**src/rtl/music_pkg.sv**
```systemverilog
// Shared definitions for the music datapath: song-entry layout, note codes and
// the sequencer state encoding.
package music_pkg;

  localparam int unsigned EntryW  = 16;
  localparam int unsigned EndBit  = 15;
  localparam int unsigned OctLsb  = 13;
  localparam int unsigned OctW    = 2;
  localparam int unsigned NoteLsb = 9;
  localparam int unsigned NoteW   = 4;
  localparam int unsigned DurLsb  = 0;
  localparam int unsigned DurW    = 9;

  localparam logic [NoteW-1:0] NoteRest = 4'd0;
  localparam logic [NoteW-1:0] NoteMin  = 4'd1;
  localparam logic [NoteW-1:0] NoteMax  = 4'd12;

  typedef logic [DurW-1:0] dur_t;

  typedef enum logic [2:0] {
    StIdle,
    StFetch,
    StLoad,
    StPlay,
    StGap,
    StDone
  } state_e;

  // Codes 0 and 13-15 are rests; only 1-12 drive the tone generator.
  function automatic logic note_is_tone(input logic [NoteW-1:0] note);
    return (note >= NoteMin) && (note <= NoteMax);
  endfunction

endpackage

```
**src/rtl/ms_ticker.sv**
```systemverilog
// Millisecond strobe generator: one-cycle ms_tick every max(ticks_per_milli,1)
// cycles, restartable with clear.
module ms_ticker (
  input  logic        clk,
  input  logic        rst,
  input  logic        clear,
  input  logic [15:0] ticks_per_milli,
  output logic        ms_tick
);

  logic [15:0] cnt_q, cnt_d;
  logic [15:0] limit;

  // The >= compare lets a mid-count drop of ticks_per_milli fire immediately
  // instead of waiting for a 16-bit wrap.
  always_comb begin
    limit   = (ticks_per_milli == 16'd0) ? 16'd0 : ticks_per_milli - 16'd1;
    ms_tick = !clear && (cnt_q >= limit);
    cnt_d   = (clear || ms_tick) ? 16'd0 : cnt_q + 16'd1;
  end

  always_ff @(posedge clk) begin
    if (rst) begin
      cnt_q <= 16'd0;
    end else begin
      cnt_q <= cnt_d;
    end
  end

endmodule

```
**src/rtl/note_sequencer.sv**
```systemverilog
// Walks the song ROM and turns each entry into timed note/octave/enable
// commands for the tone generator, plus LED, busy and done status.
module note_sequencer
  import music_pkg::*;
#(
  parameter int unsigned ADDR_W = 6,
  parameter int unsigned LOOP   = 1,
  parameter int unsigned GAP_MS = 1
) (
  input  logic              clk,
  input  logic              rst,
  input  logic [15:0]       ticks_per_milli,
  input  logic              start,
  input  logic              stop,
  output logic [ADDR_W-1:0] rom_addr,
  input  logic [15:0]       rom_data,
  output logic [3:0]        note,
  output logic [1:0]        octave,
  output logic              tone_en,
  output logic [7:0]        led,
  output logic              busy,
  output logic              done
);

  state_e            state_q, state_d;
  logic [ADDR_W-1:0] ptr_q, ptr_d;
  dur_t              ms_q, ms_d;
  logic [NoteW-1:0]  lat_note_q, lat_note_d;
  logic [OctW-1:0]   lat_oct_q, lat_oct_d;

  logic [3:0] note_q, note_d;
  logic [1:0] octave_q, octave_d;
  logic       tone_en_q, tone_en_d;
  logic [7:0] led_q, led_d;
  logic       busy_q, busy_d;
  logic       done_q, done_d;

  logic             ms_tick;
  logic             tick_clear;
  logic             e_end;
  logic [OctW-1:0]  e_oct;
  logic [NoteW-1:0] e_note;
  dur_t             e_dur;
  logic             play_d;

  // Outside the timed states the ticker is held at zero so PLAY/GAP start fresh.
  assign tick_clear = !((state_q == StPlay) || (state_q == StGap));

  ms_ticker u_ms_ticker (
    .clk             (clk),
    .rst             (rst),
    .clear           (tick_clear),
    .ticks_per_milli (ticks_per_milli),
    .ms_tick         (ms_tick)
  );

  assign e_end  = rom_data[EndBit];
  assign e_oct  = rom_data[OctLsb +: OctW];
  assign e_note = rom_data[NoteLsb +: NoteW];
  assign e_dur  = rom_data[DurLsb +: DurW];

  always_comb begin
    state_d    = state_q;
    ptr_d      = ptr_q;
    ms_d       = ms_q;
    lat_note_d = lat_note_q;
    lat_oct_d  = lat_oct_q;

    if (stop) begin
      state_d = StIdle;
      ptr_d   = '0;
    end else begin
      unique case (state_q)
        StIdle, StDone: begin
          if (start) begin
            state_d = StFetch;
            ptr_d   = '0;
          end
        end
        StFetch: state_d = StLoad;
        StLoad: begin
          if (e_end) begin
            // An end marker at address 0 is an empty song: never loop on it.
            if ((LOOP != 0) && (ptr_q != '0)) begin
              ptr_d   = '0;
              state_d = StFetch;
            end else begin
              state_d = StDone;
            end
          end else begin
            lat_note_d = e_note;
            lat_oct_d  = e_oct;
            ms_d       = (e_dur == '0) ? dur_t'(1) : e_dur;
            state_d    = StPlay;
          end
        end
        StPlay: begin
          if (ms_tick) begin
            if (ms_q <= dur_t'(1)) begin
              if (GAP_MS != 0) begin
                ms_d    = dur_t'(GAP_MS);
                state_d = StGap;
              end else begin
                ptr_d   = ptr_q + ADDR_W'(1);
                state_d = StFetch;
              end
            end else begin
              ms_d = ms_q - dur_t'(1);
            end
          end
        end
        StGap: begin
          if (ms_tick) begin
            if (ms_q <= dur_t'(1)) begin
              ptr_d   = ptr_q + ADDR_W'(1);
              state_d = StFetch;
            end else begin
              ms_d = ms_q - dur_t'(1);
            end
          end
        end
        default: begin
          state_d = StIdle;
          ptr_d   = '0;
        end
      endcase
    end
  end

  // Outputs are decoded from the next state so they are registered yet line up
  // with the state they describe.
  always_comb begin
    play_d    = (state_d == StPlay);
    tone_en_d = play_d && note_is_tone(lat_note_d);
    note_d    = play_d ? lat_note_d : NoteRest;
    octave_d  = play_d ? lat_oct_d : 2'd0;
    led_d     = tone_en_d ? (8'd1 << lat_note_d[2:0]) : 8'd0;
    busy_d    = (state_d == StFetch) || (state_d == StLoad) ||
                (state_d == StPlay) || (state_d == StGap);
    done_d    = (state_d == StDone) && (state_q != StDone);
  end

  always_ff @(posedge clk) begin
    if (rst) begin
      state_q    <= StIdle;
      ptr_q      <= '0;
      ms_q       <= '0;
      lat_note_q <= '0;
      lat_oct_q  <= '0;
      note_q     <= '0;
      octave_q   <= '0;
      tone_en_q  <= 1'b0;
      led_q      <= '0;
      busy_q     <= 1'b0;
      done_q     <= 1'b0;
    end else begin
      state_q    <= state_d;
      ptr_q      <= ptr_d;
      ms_q       <= ms_d;
      lat_note_q <= lat_note_d;
      lat_oct_q  <= lat_oct_d;
      note_q     <= note_d;
      octave_q   <= octave_d;
      tone_en_q  <= tone_en_d;
      led_q      <= led_d;
      busy_q     <= busy_d;
      done_q     <= done_d;
    end
  end

  assign rom_addr = ptr_q;
  assign note     = note_q;
  assign octave   = octave_q;
  assign tone_en  = tone_en_q;
  assign led      = led_q;
  assign busy     = busy_q;
  assign done     = done_q;

endmodule
```
**config.mk**
```make
export PLATFORM = sky130hd
export DESIGN_NAME = note_sequencer
export DESIGN_NICKNAME = d
export VERILOG_FILES = /design/src/rtl/music_pkg.sv /design/src/rtl/ms_ticker.sv /design/src/rtl/note_sequencer.sv
export SDC_FILE = /design/constraint.sdc
export NUM_CORES = 1
export LEC_CHECK = 0
export ABC_AREA = 1
export CAP_MARGIN = 15
export CORE_MARGIN = 3
export CORE_UTILIZATION = 50
export CTS_CLUSTER_DIAMETER = 200
export DETAILED_ROUTE_END_ITERATION = 6
export PLACE_DENSITY = 0.72
export SYNTH_ARGS = -nofsm -noshare
export SYNTH_HDL_FRONTEND = slang
export SYNTH_SLANG_ARGS = --single-unit
```
**constraint.sdc**
```tcl
create_clock -name clk -period 8.2 [get_ports clk]
set_input_delay 1.64 -clock clk [delete_from_list [all_inputs] [get_ports clk]]
set_output_delay 1.64 -clock clk [all_outputs]
set_load 0.01 [all_outputs]
```
==> impl_metrics.toml <==
[status]
outcome = "finished clean"

[floorplanning]
core-area_mm2 = 0.00691
placementRows = 30
floorplan.initialDensity_pct = 52.4
die_area_mm2 = 0.00830
die_x_um = 91.1
die_height_um = 91.1
boundaryPins = 59

[sta]
worstMarginPinSlew_ns = 0.613
final-setup-viol-count = 0
setup-tns-final_ns = 0
maxClockFrequency_mhz = 202
timing_max_transition_violations_final = 0
rsz0062_at_grt = "no"
max_slew_margin_pct = 59.0
min_period_over_period_pct = 60.5
finalHoldViolCount = 0
finClkSkew_ns = 0.00755
holdWs_ns = 0.468
period_minus_slack_ns = 4.96

[setup_path]
critical_path.max_stage_delay_ns = 0.51
critical_path_peak_fanout = 13
path_class = "in -> reg"
worst-endpoint-arrival_ns = 5.19
critical_path.cell_chain = "clkdlybuf4s50_1 > nor4_4 > nand3_1 > nor3_1 > nand3_1 > xnor2_1 > nand2_1 > ha_1 > a21oi_1 > o21ai_0 > a21oi_1 > nand2_2 > inv_1 > nand2_1 > nand2_1 > inv_1 > o21ai_0 > a21oi_1"
worst_setup_path_end_kind = "flop"
cp_data_required_time_ns = 8.43
slowest_stage = "sky130_fd_sc_hd__clkdlybuf4s50_1"
rrSetupSlack_ns = 5.87
timing.critical_path.from_type = "input port"
worstRegToRegCells = 11

[cts]
cts_buffer_depth = 2
cts_hold_repair.buffers = 0
clock_tree.htree_level_count = 3
post-cts-setup-buffer-count = 0
tritoncts_clock_tree = "yes"
cts-root-buf = "sky130_fd_sc_hd__clkbuf_8"
clock_latency_late_sink_ns = 0.34
clkSlewWorstSetupHoldPaths_ns = 0.07
cts.sinks = 57
numCtsBuffers = 9
cts.repair.resized = 0

[drt]
violation_count_after_the_first_detailed_routing_iteration = 94
dr.pass1.iters = 4
routed_wire_length_per_instance_um = 11.6
post-route-drc-count = 0
ant_nets = 0
routed_wl_um = 7610
route.detailed.vias_per_inst = 4.90
vias = 3228

[synthesis]
synth_fp_nets = 552
synthAdderAreaFrac_pct = 7.95
parity_gate_share_of_the_synthesized_area_counting_xor_and_xnor_cells_pct = 4.11
synth_cell_area_mm2 = 0.00362
synth.distinct_cells = 50
synthCells = 493
part_of_the_yosys_area_used_for_sequential_elements_pct = 31.5
synth-compound-area-share_pct = 11.9
synth.mux.area_fraction_pct = 0.553
yosysWarnings = 0
yosys.area_share.simple_pct = 35.9
synthesis.area_per_instance_um2 = 7.34
synth_seq_cells = 57
synth_top_family_by_area = "simple AND/OR/NAND/NOR gates"

[min_path]
hp-class = "reg -> reg"
cells_on_worst_hold_path = 2

[global_route]
grt_max_degree = 17
grt_usage_pct = 19.2
grt_pass1_vias = 3101
grt.overflow.total = 0
grt_antenna_before_repair = 0
grt_pass1_wl_um = 13200

[power]
power.static_leakage_uw = 0.00189
power.ir.vdd_worst_mv = 0.100
totalPowerFinal_uw = 596
power.density_mw_per_mm2 = 133

[layout]
num_antenna_cells = 0
area_delta_synth_final_pct = 23.6
fillers = 620
drive_gt1_share_pct = 13.5
nets = 617
layout.cells.most_common = "sky130_fd_sc_hd__nand2_1"
mostFrequentLayoutCells = "sky130_fd_sc_hd__nand2_1, sky130_fd_sc_hd__nor2_1, sky130_fd_sc_hd__inv_1, sky130_fd_sc_hd__clkdlybuf4s50_1, sky130_fd_sc_hd__dfxtp_1"
postLayoutCellArea_mm2 = 0.00448

[run]
drv_cap = 0

[placed_design]
detailed_place.area_mm2 = 0.00430
gp_congestion = 0.890
hpwl_um = 5960
placement.io_buffers = 58
logic make-up (layout without fill, tap and decap cells):
group,count (synthesis),count (layout)
muxes,2,2
adders and majority gates,23,23
xor gates and xnor gates,17,17
AOI/OAI and AO/OA,72,72
DFF,57,57
and+or+nand+nor,247,247
buffers and inverters,75,145
synthesized netlist by cell type, drive strengths merged:
master       instances  area [um2]
nand3               25         163
o22ai                4        25.0
nand3b               3        22.5
a22oi                1        7.51
nor3                16         100
o21ai               25         144
a41o                 1        10.0
dfxtp               57        1140
a21oi               37         204
dlygate4sd1          1        8.76
o21a                 2        23.8
nor4                 2        27.5
xnor2                5        43.8
nand4                8        77.6
nor2                87         390
clkinv               1        3.75
buf                  2        12.5
inv                 70         265
nand2               90         397
mux2i                2        20.0
and3                 1        6.26
xor2                12         105
clkbuf               1        3.75
a211oi               2        15.0
nor3b                7        62.6
or2                  5        31.3
ha                  23         288
and2                 3        21.3
cell type report:
class / count / area, um2 / area share [%]
sequential: 57 / 1140 / 25.5
tap: 96 / 120 / 2.68
inverter: 71 / 269 / 6.01
clock inverter: 6 / 42.5 / 0.951
timing repair buffer: 58 / 581 / 13.0
clock buffer: 10 / 138 / 3.08
multi-input combinational: 361 / 2180 / 48.8
worst max-delay path: cells and delay by family:
kind	cells	cell delay, ns
buffers and inverters	3	0.78
adder cells (fa/ha/maj)	1	0.29
AO/OA/AOI/OAI	5	0.71
AND/OR/NAND/NOR	8	1.63
XOR/XNOR	1	0.16
routing by layer:
| layer | vias up | global-route usage [%] | routed length, um |
|---|---|---|---|
| met1 | 1439 | 24.7 | 3580 |
| met3 | 8 | 4.64 | 319 |
| li1 | 1725 | - | - |
| met2 | 56 | 31.1 | 3610 |
| met4 | 0 | 7.04 | 104 |
| met5 | - | 0 | 0 |
per-stage QoR:
stage	util, %	setup WS, ns	std cells
2_1_floorplan	-	3.97	493
3_3_place_gp	62.2	3.06	643
3_5_place_dp	62.2	2.85	643
4_1_cts	64.8	3.21	659
5_1_grt	64.8	2.70	659
6_report	64.8	3.24	659
flip-flops by register name (all words and copies together) (netlist names):
| name | cells |
|---|---|
| led | 8 |
| note | 4 |
| rom_addr | 6 |
| octave | 2 |
| lat_note_q | 4 |
| busy | 1 |
| ms_q | 9 |
| tone_en | 1 |
| done | 1 |
| u_ms_ticker.cnt_q | 16 |
| lat_oct_q | 2 |
| state_q | 3 |
path summary, 6_finish.rpt:
path | to | start
setup / recovery | ms_q[0] | ticks_per_milli[3]
hold / removal | ms_q[7] | ms_q[7]
hold reg to reg | ms_q[7] | ms_q[7]
setup reg to reg | ms_q[0] | u_ms_ticker.cnt_q[9]
power breakdown:
group          total [uW]  leakage (uW)  switching (uW)  internal (uW)
sequential            281      0.000460            1.61            279
combinational        77.8       0.00134            41.7           36.0
clock                 238     0.0000887             120            118
Note: power is estimated with default switching activity, not from simulation.
